$ cat config.mk
export PLATFORM = sky130hd
export DESIGN_NAME = i2c_slave_regfile_flat
export DESIGN_NICKNAME = d
export VERILOG_FILES = /design/src/rtl/i2c_slave_regfile_if.sv /design/src/rtl/i2c_slave_regfile.sv /design/src/flat_wrapper.sv
export SDC_FILE = /design/constraint.sdc
export NUM_CORES = 1
export LEC_CHECK = 0
export ABC_AREA = 0
export CAP_MARGIN = 10
export CORE_AREA = 2 2 140 142
export CTS_CLUSTER_SIZE = 20
export DETAILED_ROUTE_END_ITERATION = 8
export DIE_AREA = 0 0 142 144
export HOLD_SLACK_MARGIN = 0.06
export PLACE_DENSITY = 0.72
export SLEW_MARGIN = 30
export SYNTH_ARGS = -nofsm -noshare
export SYNTH_HDL_FRONTEND = slang
export SYNTH_SLANG_ARGS = --single-unit
$ cat constraint.sdc
create_clock -name clk -period 2.6 [get_ports clk]
set_input_delay 0.52 -clock clk [delete_from_list [all_inputs] [get_ports clk]]
set_output_delay 0.52 -clock clk [all_outputs]
set_load 0.01 [all_outputs]
$ cat src/rtl/i2c_slave_regfile_if.sv
// Byte-level link between the I2C slave engine and the register-file controller.
// The engine is the master side; the register file is the slave side.
interface i2c_slave_regfile_if;
    logic       busStart;
    logic [7:0] datareceive;
    logic       received;
    logic       sended;
    logic [7:0] datasend;
    logic [6:0] address;
    logic       addressLatch;

    modport master (
        output busStart, datareceive, received, sended,
        input  datasend, address, addressLatch
    );

    modport slave (
        input  busStart, datareceive, received, sended,
        output datasend, address, addressLatch
    );
endinterface

$ cat src/rtl/i2c_slave_regfile.sv
// I2C register map: pointer byte then auto-incrementing data bytes, shared with a host port.
// Define I2C_REGFILE_WRAP_EN for modulo pointer wrap; otherwise the pointer saturates.
module i2c_slave_regfile #(
    parameter int         REG_COUNT       = 16,
    parameter int         PTR_W           = 4,
    parameter logic [6:0] DEFAULT_ADDRESS = 7'h3C
) (
    input  logic             clk,
    input  logic             reset,
    i2c_slave_regfile_if.slave bus,
    input  logic [6:0]       cfg_address,
    input  logic             cfg_load,
    input  logic             host_we,
    input  logic [PTR_W-1:0] host_addr,
    input  logic [7:0]       host_wdata,
    output logic [7:0]       host_rdata,
    output logic             bus_wr,
    output logic [PTR_W-1:0] bus_wr_idx,
    output logic             collision
);
    localparam logic [1:0] LATCH    = 2'd0;
    localparam logic [1:0] IDLE     = 2'd1;
    localparam logic [1:0] WAIT_PTR = 2'd2;
    localparam logic [1:0] DATA     = 2'd3;

    localparam logic [PTR_W-1:0] PTR_MAX = PTR_W'(REG_COUNT - 1);

    logic [1:0]       state, state_next;
    logic [1:0]       lcnt;
    logic [PTR_W-1:0] ptr, ptr_next;
    logic             rx_q, tx_q;
    logic             rx_evt, tx_evt;
    logic             wr_en;
    logic [7:0]       regs [REG_COUNT];

    function automatic logic [PTR_W-1:0] inc(input logic [PTR_W-1:0] p);
`ifdef I2C_REGFILE_WRAP_EN
        return p + PTR_W'(1);
`else
        return (p == PTR_MAX) ? p : p + PTR_W'(1);
`endif
    endfunction

    assign rx_evt = rx_q & ~bus.received;
    assign tx_evt = tx_q & ~bus.sended;

    // rx wins over tx; a START in DATA preempts both
    always_comb begin
        state_next = state;
        ptr_next   = ptr;
        wr_en      = 1'b0;
        if (cfg_load) begin
            state_next = LATCH;
        end else begin
            unique case (state)
                LATCH: if (lcnt == 2'd2) state_next = IDLE;
                IDLE:  if (bus.busStart) state_next = WAIT_PTR;
                WAIT_PTR: begin
                    if (rx_evt) begin
                        ptr_next   = bus.datareceive[PTR_W-1:0];
                        state_next = DATA;
                    end else if (tx_evt) begin
                        ptr_next   = inc(ptr);
                        state_next = DATA;
                    end
                end
                DATA: begin
                    if (bus.busStart) begin
                        state_next = WAIT_PTR;
                    end else if (rx_evt) begin
                        wr_en    = 1'b1;
                        ptr_next = inc(ptr);
                    end else if (tx_evt) begin
                        ptr_next = inc(ptr);
                    end
                end
                default: state_next = LATCH;
            endcase
        end
    end

    always_ff @(posedge clk or negedge reset) begin
        if (!reset) begin
            state            <= LATCH;
            lcnt             <= 2'd0;
            ptr              <= '0;
            rx_q             <= 1'b1;
            tx_q             <= 1'b1;
            bus.address      <= DEFAULT_ADDRESS;
            bus.addressLatch <= 1'b1;
        end else begin
            state <= state_next;
            ptr   <= ptr_next;
            rx_q  <= bus.received;
            tx_q  <= bus.sended;
            if (cfg_load) begin
                bus.address      <= cfg_address;
                bus.addressLatch <= 1'b0;
                lcnt             <= 2'd1;
            end else if (state == LATCH) begin
                if (lcnt == 2'd2) begin
                    bus.addressLatch <= 1'b1;
                end else begin
                    bus.addressLatch <= 1'b0;
                    lcnt             <= lcnt + 2'd1;
                end
            end
        end
    end

    // bus write beats a host write to the same index
    always_ff @(posedge clk or negedge reset) begin
        if (!reset) begin
            for (int i = 0; i < REG_COUNT; i++) regs[i] <= 8'h00;
        end else begin
            for (int i = 0; i < REG_COUNT; i++) begin
                if (wr_en && ptr == PTR_W'(i))
                    regs[i] <= bus.datareceive;
                else if (host_we && host_addr == PTR_W'(i))
                    regs[i] <= host_wdata;
            end
        end
    end

    always_ff @(posedge clk or negedge reset) begin
        if (!reset) begin
            bus.datasend <= 8'h00;
            host_rdata   <= 8'h00;
            bus_wr       <= 1'b0;
            bus_wr_idx   <= '0;
            collision    <= 1'b0;
        end else begin
            bus.datasend <= regs[ptr_next];
            host_rdata   <= regs[host_addr];
            bus_wr       <= wr_en;
            if (wr_en) bus_wr_idx <= ptr;
            collision    <= wr_en && host_we && (host_addr == ptr);
        end
    end
endmodule

$ cat src/flat_wrapper.sv
// flat-port wrapper written by rule: the top's interface ports become plain ports
module i2c_slave_regfile_flat 
#(
    parameter int         REG_COUNT       = 16,
    parameter int         PTR_W           = 4,
    parameter logic [6:0] DEFAULT_ADDRESS = 7'h3C
)
  (clk, reset, cfg_address, cfg_load, host_we, host_addr, host_wdata, host_rdata, bus_wr, bus_wr_idx, collision, bus_busStart, bus_datareceive, bus_received, bus_sended, bus_datasend, bus_address, bus_addressLatch);
  i2c_slave_regfile_if bus_i ();
  input  logic clk;
  input  logic reset;
  input  logic [6:0] cfg_address;
  input  logic cfg_load;
  input  logic host_we;
  input  logic [PTR_W-1:0] host_addr;
  input  logic [7:0] host_wdata;
  output logic [7:0] host_rdata;
  output logic bus_wr;
  output logic [PTR_W-1:0] bus_wr_idx;
  output logic collision;
  input wire logic [$bits(bus_i.busStart)-1:0] bus_busStart;
  input wire logic [$bits(bus_i.datareceive)-1:0] bus_datareceive;
  input wire logic [$bits(bus_i.received)-1:0] bus_received;
  input wire logic [$bits(bus_i.sended)-1:0] bus_sended;
  output wire logic [$bits(bus_i.datasend)-1:0] bus_datasend;
  output wire logic [$bits(bus_i.address)-1:0] bus_address;
  output wire logic [$bits(bus_i.addressLatch)-1:0] bus_addressLatch;
  assign bus_i.busStart = bus_busStart;
  assign bus_i.datareceive = bus_datareceive;
  assign bus_i.received = bus_received;
  assign bus_i.sended = bus_sended;
  assign bus_datasend = bus_i.datasend;
  assign bus_address = bus_i.address;
  assign bus_addressLatch = bus_i.addressLatch;
  i2c_slave_regfile #(.REG_COUNT(REG_COUNT), .PTR_W(PTR_W), .DEFAULT_ADDRESS(DEFAULT_ADDRESS)) u_core (.clk(clk), .reset(reset), .bus(bus_i), .cfg_address(cfg_address), .cfg_load(cfg_load), .host_we(host_we), .host_addr(host_addr), .host_wdata(host_wdata), .host_rdata(host_rdata), .bus_wr(bus_wr), .bus_wr_idx(bus_wr_idx), .collision(collision));
endmodule
# [Word-level counts from Yosys, hierarchy flattened]
# Index checks and enable logic that the tools add are counted.
[totals] out_inout_bits=30 regBits=168 input_bits=34 word_cells=195
[op_classes] bitwise_logic=6 magnitude_cmp=2 eq_ne=39 n_addsub=2 muxes=61 reduce_logical=57
[ops] cell="2-to-1 mux 8 bit" count=36
[ops] cell="binary-select mux 8 bit (select 4 bit)" count=2
[ops] cell="equality test 4 bit (second input constant)" count=16
[ops] cell="logical AND 1 bit" count=34
[ops] cell="nonzero test 2 bit" count=17
[ops] cell="equality test 4 x 3 -> 1 bit (second input constant)" count=8
[ops] cell="2-to-1 mux 4 bit" count=6
[ops] cell="equality test 4 x 2 -> 1 bit (second input constant)" count=4
[ops] cell="2-to-1 mux 2 bit" count=8
[ops] cell=">= comparator 5 bit (second input constant)" count=2
[ops] cell="NOT 4 -> 5 bit" count=2
[ops] cell="equality test 4 x 1 -> 1 bit (second input constant)" count=2
[ops] cell="logical NOT 4 bit" count=2
[ops] cell="one-hot mux 4 bit (2 select lines)" count=1
[ops] cell="2-to-1 mux 1 bit" count=7
[ops] cell="equality test 2 bit (second input constant)" count=3
[ops] cell="one-hot mux 2 bit (3 select lines)" count=1
[ops] cell="adder 4 x 1 -> 4 bit (second input constant)" count=1
[ops] cell="equality test 4 bit" count=1
[ops] cell="!= test 4 x 2 -> 1 bit (second input constant)" count=1
[ops] cell="!= test 3 x 1 -> 1 bit (second input constant)" count=1
[ops] cell="!= test 3 bit (second input constant)" count=1
[ops] cell="AND reduction 3 bit" count=1
[ops] cell="adder 2 x 1 -> 2 bit (second input constant)" count=1
[ops] cell="7 further kinds" count=9

# [Depth between registers and ports, before layout]
# Gate-level depths: netlist (run 1).
[logic_depth] depth_word=11 ltp_mapped=12 ltp_nobuf=10

# [Least setup slack after synthesis (run 1)]
# OpenSTA, ideal clock, no wires.
[synth_path] path_type="register -> register" from="register u_core.ptr[0]" to="register u_core.bus.datasend[0]" stages_incl_launch_ff=13 setup_ps=125 n_path_buf=3 period_less_slack_ps=2624 path_slack_ps=-24 arrival_time_ps=2500 required_ps=2475 cell_sequence="dfrtp_1 clkbuf_1 inv_1 ha_1 mux2_2 o22ai_1 a222oi_1 buf_4 nand2_4 buf_6 o32ai_1 a311oi_1 mux2_2"
[synth_between] elab_chain_cells=11 word_cells_on_any_way=13 cone_classes="add/sub: 1; eq/ne: 1; mux: 10; bitwise: 1"
[synth_rtl] element="from (decl)" line="i2c_slave_regfile.sv:30" text="logic [PTR_W-1:0] ptr, ptr_next;"
[synth_rtl] element="from (signal assigned)" line="i2c_slave_regfile.sv:93" text="ptr <= ptr_next;"
[synth_rtl] element="adder 4 x 1 -> 4 bit / equality test 4 bit (equally long branches)" line="i2c_slave_regfile.sv:40" text="return (p == PTR_MAX) ? p : p + PTR_W'(1);"
[synth_rtl] element="2-to-1 mux 4 bit" line="i2c_slave_regfile.sv:40"
[synth_rtl] element="2-to-1 mux 4 bit" line="i2c_slave_regfile.sv:62, i2c_slave_regfile.sv:73"
[synth_rtl] element="2-to-1 mux 4 bit" line="i2c_slave_regfile.sv:70" text="end else if (rx_evt) begin"
[synth_rtl] element="2-to-1 mux 4 bit" line="i2c_slave_regfile.sv:68" text="if (bus.busStart) begin"
[synth_rtl] element="one-hot mux 4 bit (2 select lines)" line="i2c_slave_regfile.sv:55" text="unique case (state)"
[synth_rtl] element="2-to-1 mux 4 bit *" line="i2c_slave_regfile.sv:52" text="if (cfg_load) begin"
[synth_rtl] element="NOT 4 -> 5 bit (not written as such) *" line="i2c_slave_regfile.sv:133" text="bus.datasend <= regs[ptr_next];"
[synth_rtl] element="binary-select mux 8 bit (select 4 bit) *" line="i2c_slave_regfile.sv:133"
[synth_rtl] element="2-to-1 mux 8 bit (not written as such) * (2 in a row)" line="i2c_slave_regfile.sv:133"
[synth_rtl] element="to (signal assigned)" line="i2c_slave_regfile.sv:133"
[synth_rtl] element="to (decl)" line="i2c_slave_regfile_if.sv:19" text="output datasend, address, addressLatch"
# Mark *: on every way between the ends. The rest lies on a longest branch, timed or not. The select of a mux whose other input is x is not followed.
# A chain may end at the register's enable or synchronous reset.

# [Worst setup path after layout (run 1)]
[layout_path] from="register u_core.ptr[1]" to="register u_core.bus.datasend[1]"
# Same word-level chain as after synthesis.

==> summary.md, run 1 <==
| Metric | Value |
|---|---|
| Run status | complete, but fails checks |
| Failing checks | negative setup slack |
| Crit. End Element | flop |
| Worst slew margin | 46.59% |
| Endpoints failing hold | 0 |
| Combinational share of power | 47.4% |
| Hold crit path type | in2reg |
| Gate Count Post-Synth | 1010 |
| Via/cell ratio | 6.549 |
| Switching Share | 36.63% |
| Max FO, Critical Path | 11 |
| DRT Pass-1 Iters | 6 |
| CTS Sinks | 168 |
| Antenna diodes | 0 |
| Top cells by count, synth | 161 x dfrtp_1, 146 x nor2_1, 136 x a21oi_1 |
| Max Slew Vio Count | 0 |
| Post-layout nets | 1198 |
| Initial antenna violation count | 0 |
| Syn_nets | 1049 |
| Period utilisation layout | 104.3% |
| Worst Skew | 0.01187 ns |
| Final setup viols | 8 |
| Final HPWL DP | 22490 µm |
| Pwr dens | 914.0 mW/mm² |
| WP data arrival | 3.09 ns |
| Die area | 0.02045 mm² |
| Avg Cell Area, Syn | 10.01 µm² |
| Hold path depth | 1 |
| Peak supply drop | 531.2 µV |
| Yosys reg bits | 168 |
| Worst-case reg-to-reg path depth | 12 |
| FF-to-FF setup slack | -0.11 ns |
| Async set or reset register ratio after synthesis | 100.0% |
| Synthesized area | 0.01011 mm² |
| Final GP Congestion | 0.9382 |
| Area Overhead vs Synth | 34.00% |
| Rows | 51 |
| First-pass GRT wire length | 53270 µm |
| Worst EP required | 2.97 ns |
| Largest net degree at the start of global routing | 74 |
| Worst-skew pair later-pin latency | 0.44 ns |
| DR WL/cell | 24.62 µm |
| WL final | 34710 µm |
| Clk network pwr share | 21.1% |
| Root buffer cell | clkbuf_16 |
| Die height | 144 µm |
| Fmax | 368.6 MHz |
| Count leader, synth | dfrtp_1 |
| Total grt overflow | 0 |
| Leak pwr | 5.868 nW |
| R2r startpoint | u_core.ptr[1]$_DFF_PN0_ |
| Minimum clock period | 2.713 ns |
| Setup TNS | -0.5657 ns |
| Placed instance count | 1349 |
| Filler instances | 1303 |
| Core box area | 0.01908 mm² |
| Die W | 142 µm |
| CTS Buffer Depth | 2 |
| Synth cell types | 55 |
| H-tree Lvls | 4 |
| P_sw | 4.537 mW |
| Worst Setup Start Kind | flop |
| DRT iter0 DRCs | 1099 |
| Final cell count without fillers | 1410 |
| Post-synth top area share | 39.84% |
| Dpl ws | -0.6446 ns |
| Ys Warns | 0 |
| Vias in the first global route | 9259 |
| Worst hold path startpoint | bus_sended |
| Reg power frac | 31.5% |
| Share of cells above drive strength 1 | 29.44% |
| Cell taking the most area after synthesis | dfrtp_1 |
| Final WS setup | -0.1129 ns |
| Top post-synthesis cells by area | dfrtp_1 40%, mux2i_1 13%, mux4_2 8.9% |
| CTS tree | built |
| I/O Buffers | 63 |
| Max cap viols | 0 |
| Antenna Nets Post-Route | 0 |
| Worst Setup Path Type | reg2reg |
| Post-synth EDFFs | 0 |
| RSZ-0062 raised after global routing | true |
| Ys flop type | dfrtp_1 |
| IO Pins | 64 |
| Initial core utilization | 53.01% |
| TritonCTS buffer count | 17 |
| Worst Tran Pin Value | 0.7986 ns |
| DRC | 0 |
| Tot Pwr | 12.39 mW |
| Seq/Total Area, Yosys | 41.66% |
| Internal power | 7.849 mW |
| Total Routing Usage GR | 34.55% |
| CTS clk-pin slew, worst paths | 0.07 ns |
| Hold Path Sink | u_core.tx_q$_DFF_PN1_ |
| Worst R2R End | u_core.bus.datasend[1]$_DFF_PN0_ |
| Via count | 9234 |
## through the flow
step	area, µm²	hold slack (ns)	util [%]
after floorplan	10120	0.2244	-
after global placement	11890	0.4298	62.30
after detailed placement	11890	0.4320	62.30
after CTS	13300	0.3326	69.71
after global routing	13550	0.3490	71.03
final	13550	0.3361	71.03
## how the worst max path moves through the flow
stage / from / endpoint / cells after the start
global placement: bus_received / u_core.bus.datasend[5]$_DFF_PN0_ / 11
global route: u_core.ptr[1]$_DFF_PN0_ / u_core.bus.datasend[1]$_DFF_PN0_ / 12
finish: u_core.ptr[1]$_DFF_PN0_ / u_core.bus.datasend[1]$_DFF_PN0_ / 12
floorplan: u_core.ptr[1]$_DFF_PN0_ / u_core.bus.datasend[0]$_DFF_PN0_ / 12
detailed placement: bus_received / u_core.bus.datasend[5]$_DFF_PN0_ / 11
CTS: u_core.ptr[0]$_DFF_PN0_ / u_core.bus.datasend[1]$_DFF_PN0_ / 13
## cell usage in the layout (no fill, tap or decap), drive strengths merged, types with 4 or more instances in the layout
master         synthesis  final
a21boi                32     32
mux2i                130    130
o21ai                  4      4
o211ai                17     17
mux2                  20     20
nor2                 147    147
clkinvlp               0      4
dfrtp                161    161
and3                  18     18
nand4                  5      5
a311oi                16     16
nand3                  4      4
xnor2                  5      5
dfstp                  7      7
and2                  17     17
a221oi                16     16
clkinv                 1      5
o32ai                 16     16
clkdlybuf4s50          0     57
nor2b                  4      4
inv                    6      9
ha                     5      5
clkbuf                55     19
nand2b                12     12
a21oi                137    137
mux4                  40     40
nand2                 69     69
buf                   39    162
## worst max-delay path, cell delays in order (launching register included)
cell	delay, ns
dfrtp_2	0.46
ha_4	0.19
nand3_4	0.06
buf_6	0.12
a2111oi_4	0.06
a31o_2	0.25
buf_4	0.13
o21a_1	0.23
buf_6	0.17
o211ai_1	0.32
o32ai_4	0.16
a311oi_2	0.27
mux2_4	0.20
## metal layers
| metal | GRT usage (%) | wire length, µm |
|---|---|---|
| met5 | 0 | 0 |
| met4 | 16.26 | 1622 |
| met2 | 54.49 | 16350 |
| met1 | 46.10 | 13490 |
| met3 | 7.119 | 3247 |
## flip-flops by register name, indices dropped and copies added (netlist names)
name / count
u_core.bus.datasend: 8
u_core.bus.addressLatch: 1
u_core.ptr: 4
u_core.bus_wr: 1
u_core.lcnt: 2
u_core.host_rdata: 8
u_core.bus.address: 7
u_core.tx_q: 1
u_core.rx_q: 1
u_core.bus_wr_idx: 4
u_core.state: 2
u_core.collision: 1
u_core.regs: 128
## cells by family (layout without fill, tap and decap cells)
| kind of cell | after synthesis | in the layout | synth area share, % |
|---|---|---|---|
| buffers and inverters | 101 | 263 | 4.367 |
| DFF | 168 | 168 | 41.66 |
| AOI/OAI and AO/OA | 252 | 252 | 16.15 |
| and+or+nand+nor | 289 | 289 | 12.78 |
| xor gates and xnor gates | 5 | 5 | 0.4330 |
| muxes | 190 | 190 | 24.00 |
| adders and majority gates | 5 | 5 | 0.6186 |
## layout make-up
cell class	count	area [µm²]	share of cell area, %
Sequential cell	168	4215	31.11
Timing Repair Buffer	224	2276	16.79
Clock buffer	19	452.9	3.342
Inverter	7	33.78	0.2493
Multi-Input combinational cell	741	6132	45.25
Clock inverter	13	143.9	1.062
Tap cell	238	297.8	2.197
## repair_timing
action	4_1_cts	5_1_grt
setup buffers	24	6
resized for setup	101	60
gates cloned	4	0
setup endpoints to repair	8	8
pin swaps	30	17
hold endpoints to repair	26	0
hold buffers	1	0
## power by group through the flow
stage	Sequential, mW	Combinational (mW)	Clock, mW
finish	3.90	5.88	2.61
detailed placement	3.85	4.39	0
CTS	3.84	5.21	2.61
global route	3.93	6.20	2.72
floorplan	3.68	2.56	0
global placement	3.84	4.30	0
Note: power is estimated with default switching activity, not from simulation.
==> run 2, diff against run 1 <==
--- a/config.mk
+++ b/config.mk
@@ -11,7 +11,7 @@
 export CTS_CLUSTER_SIZE = 20
 export DETAILED_ROUTE_END_ITERATION = 8
 export DIE_AREA = 0 0 142 144
-export HOLD_SLACK_MARGIN = 0.06
+export HOLD_SLACK_MARGIN = 0.15
 export PLACE_DENSITY = 0.72
 export SLEW_MARGIN = 30
 export SYNTH_ARGS = -nofsm -noshare
==> constraint.sdc (replaced) <==
create_clock -name clk -period 2.6 [get_ports clk]
set_input_delay 0.52 -clock clk [delete_from_list [all_inputs] [get_ports clk]]
set_output_delay 0.52 -clock clk [all_outputs]
set_load 0.1 [all_outputs]
==> summary.md, run 2 (synthesis gave the netlist of run 1 again) <==
| Metric | Value |
|---|---|
| Run status | complete, but fails checks (unchanged) |
| Failing checks | negative setup slack (unchanged) |
| CTS clk-pin slew, worst paths | 0.07 ns (about the same) |
| CTS tree | built (unchanged) |
| Placed instance count | 1351 (was 1349) |
| Via/cell ratio | 6.471 (was 6.549) |
| Most frequent cells in the layout | 159 x dfrtp_1, 146 x nor2_1, 144 x buf_4 (was 159 x dfrtp_1, 146 x nor2_1, 136 x a21oi_1) |
| Worst Setup Start Kind | flop (unchanged) |
| Worst-skew pair later-pin latency | 0.44 ns (about the same) |
| Area Overhead vs Synth | 29.32% (was 34.00%) |
| Post-layout nets | 1192 (was 1198) |
| Die height | 144 µm (unchanged) |
| Crit. End Element | flop (unchanged) |
| RSZ-0062 raised after global routing | true (unchanged) |
| Die area | 0.02045 mm² (unchanged) |
| Worst Tran Pin Value | 0.7687 ns (was 0.7986 ns) |
| Vias in the first global route | 8657 (was 9259) |
| Hold crit path type | in2reg (unchanged) |
| Filler instances | 1392 (was 1303) |
| Regs by FF count | u_core.regs x128, u_core.bus.datasend x8, u_core.host_rdata x8 (unchanged) |
| IO Pins | 64 (unchanged) |
| Share of cells above drive strength 1 | 30.02% (was 29.44%) |
| Tot Pwr | 12.52 mW (was 12.39 mW) |
| DRT Pass-1 Iters | 6 (unchanged) |
| Rows | 51 (unchanged) |
| Peak supply drop | 527.1 µV (was 531.2 µV) |
| Final GP Congestion | 0.9658 (was 0.9382) |
| Initial antenna violation count | 1 (was 0) |
| Max FO, Critical Path | 8 (was 11) |
| DRT iter0 DRCs | 1092 (was 1099) |
| First-pass GRT wire length | 50670 µm (was 53270 µm) |
| Final WS setup | -0.1354 ns (was -0.1129 ns) |
| WP data arrival | 3.06 ns (was 3.09 ns) |
| Initial core utilization | 53.01% (unchanged) |
| Fin Hold WS | 0.3425 ns (was 0.3361 ns) |
| Antenna Nets Post-Route | 0 (unchanged) |
| Total grt overflow | 0 (unchanged) |
| Core box area | 0.01908 mm² (unchanged) |
| Worst EP required | 2.92 ns (was 2.97 ns) |
| Commonest non-fill, non-tap cell in the layout | dfrtp_1 (unchanged) |
| Largest net degree at the start of global routing | 59 (was 74) |
| Period utilisation layout | 105.2% (was 104.3%) |
| Via count | 9085 (was 9234) |
| Max Slew Vio Count | 0 (unchanged) |
| Leak pwr | 5.778 nW (was 5.868 nW) |
| Root buffer cell | clkbuf_16 (unchanged) |
| Total Routing Usage GR | 33.05% (was 34.55%) |
| Minimum clock period | 2.735 ns (was 2.713 ns) |
| CTS Buffer Depth | 2 (unchanged) |
| Max reg flops | 128 (unchanged) |
| DRC | 0 (unchanged) |
| DR WL/cell | 23.78 µm (was 24.62 µm) |
| Endpoints failing hold | 0 (unchanged) |
| CTS Sinks | 168 (unchanged) |
| Top reg by flops | u_core.regs (unchanged) |
| FF+latch area | 0.004215 mm² (unchanged) |
| Antenna diodes | 0 (unchanged) |
| Pwr dens | 957.3 mW/mm² (was 914.0 mW/mm²) |
| Fmax | 365.6 MHz (was 368.6 MHz) |
| H-tree Lvls | 4 (unchanged) |
| I/O Buffers | 63 (unchanged) |
| Worst Setup Path Type | reg2reg (unchanged) |
| Worst Skew | 0.009085 ns (was 0.01187 ns) |
| Final setup viols | 7 (was 8) |
| Die W | 142 µm (unchanged) |
| Multi-input logic area | 0.005896 mm² (was 0.006132 mm²) |
| Final core occ | 68.55% (was 71.03%) |
| Final HPWL DP | 22860 µm (was 22490 µm) |
| TritonCTS buffer count | 17 (unchanged) |
| Max cap viols | 0 (unchanged) |
| Worst slew margin | 48.60% (was 46.59%) |
| Final cell count without fillers | 1404 (was 1410) |
| WL final | 33390 µm (was 34710 µm) |
-- run 2: changes by cell type in the layout (fill, tap and decap cells not counted), moves of 6 or more --
cell | previous run | this run
a21boi_0 | 7 | 17
o32ai_4 | 10 | 2
buf_4 | 112 | 144
clkdlybuf4s50_1 | 57 | 27
a21boi_2 | 10 | 4
-- run 2: path summary, 6_finish.rpt --
kind / end / slack [ns] / from / cells after the start
min in group asynchronous: u_core.bus.address[1]$_DFFE_PN0P_ / 0.63 / reset / 2
worst min register to register: u_core.bus.addressLatch$_DFFE_PN1P_ / 0.51 / u_core.bus.addressLatch$_DFFE_PN1P_ / 2
worst min-delay path: u_core.tx_q$_DFF_PN1_ / 0.34 / bus_sended / 1
max in group asynchronous: u_core.regs[74]$_DFFE_PN0P_ / 1.22 / reset / 3
worst max-delay path: u_core.bus.datasend[5]$_DFF_PN0_ / -0.14 / u_core.ptr[0]$_DFF_PN0_ / 12
worst max register to register: u_core.bus.datasend[5]$_DFF_PN0_ / -0.14 / u_core.ptr[0]$_DFF_PN0_ / 12
-- run 2: stage by stage --
stage	setup slack (ns)	area (µm²)	setup TNS [ns]
finish	-0.1354	13080	-0.3535
global route	-0.1920	13080	-1.006
CTS	-0.0008986	12690	-0.0008986
detailed placement	-0.6734	11830	-5.109
global placement	-0.6683	11830	-4.965
floorplan	0.06179	10120	0
-- run 2: where the power goes --
part           internal, mW  switching [mW]
clock network          1.34            1.16
logic                  2.76            3.36
registers              3.27           0.630
total                  7.37            5.15
-- run 2: per-layer routing --
metal	global-route usage [%]	vias up	share of wire [%]
li1	-	3978	-
met1	44.97	4450	40
met2	52.33	556	47
met3	5.795	99	9.1
met4	14.63	2	3.6
met5	0	-	0.039
-- run 2: final cells by class --
| class | count | share of cell area, % |
|---|---|---|
| Multi-Input combinational cell | 741 | 45.08 |
| Timing Repair Buffer | 218 | 15.84 |
| Clock inverter | 14 | 1.052 |
| Clock buffer | 18 | 3.281 |
| Inverter | 7 | 0.2392 |
| Sequential cell | 168 | 32.23 |
| Tap cell | 238 | 2.277 |
-- run 2: worst max-delay path, stage by stage, from the launching register on --
cell,delay (ns)
dfrtp_2,0.45
ha_4,0.18
buf_4,0.17
and3_1,0.15
o31a_1,0.24
o32a_4,0.33
clkinv_4,0.08
nand2b_4,0.06
buf_6,0.13
buf_4,0.13
a221oi_2,0.28
a311oi_2,0.11
mux2_4,0.29
-- run 2: repair_timing --
action | 4_1_cts | 5_1_grt
endpoints found under the hold margin | 50 | 0
hold buffers | 1 | 0
setup endpoints to repair | 8 | 8
buffers inserted | 8 | 13
resized for setup | 49 | 60
pin swaps | 11 | 16
cloned | 0 | 1
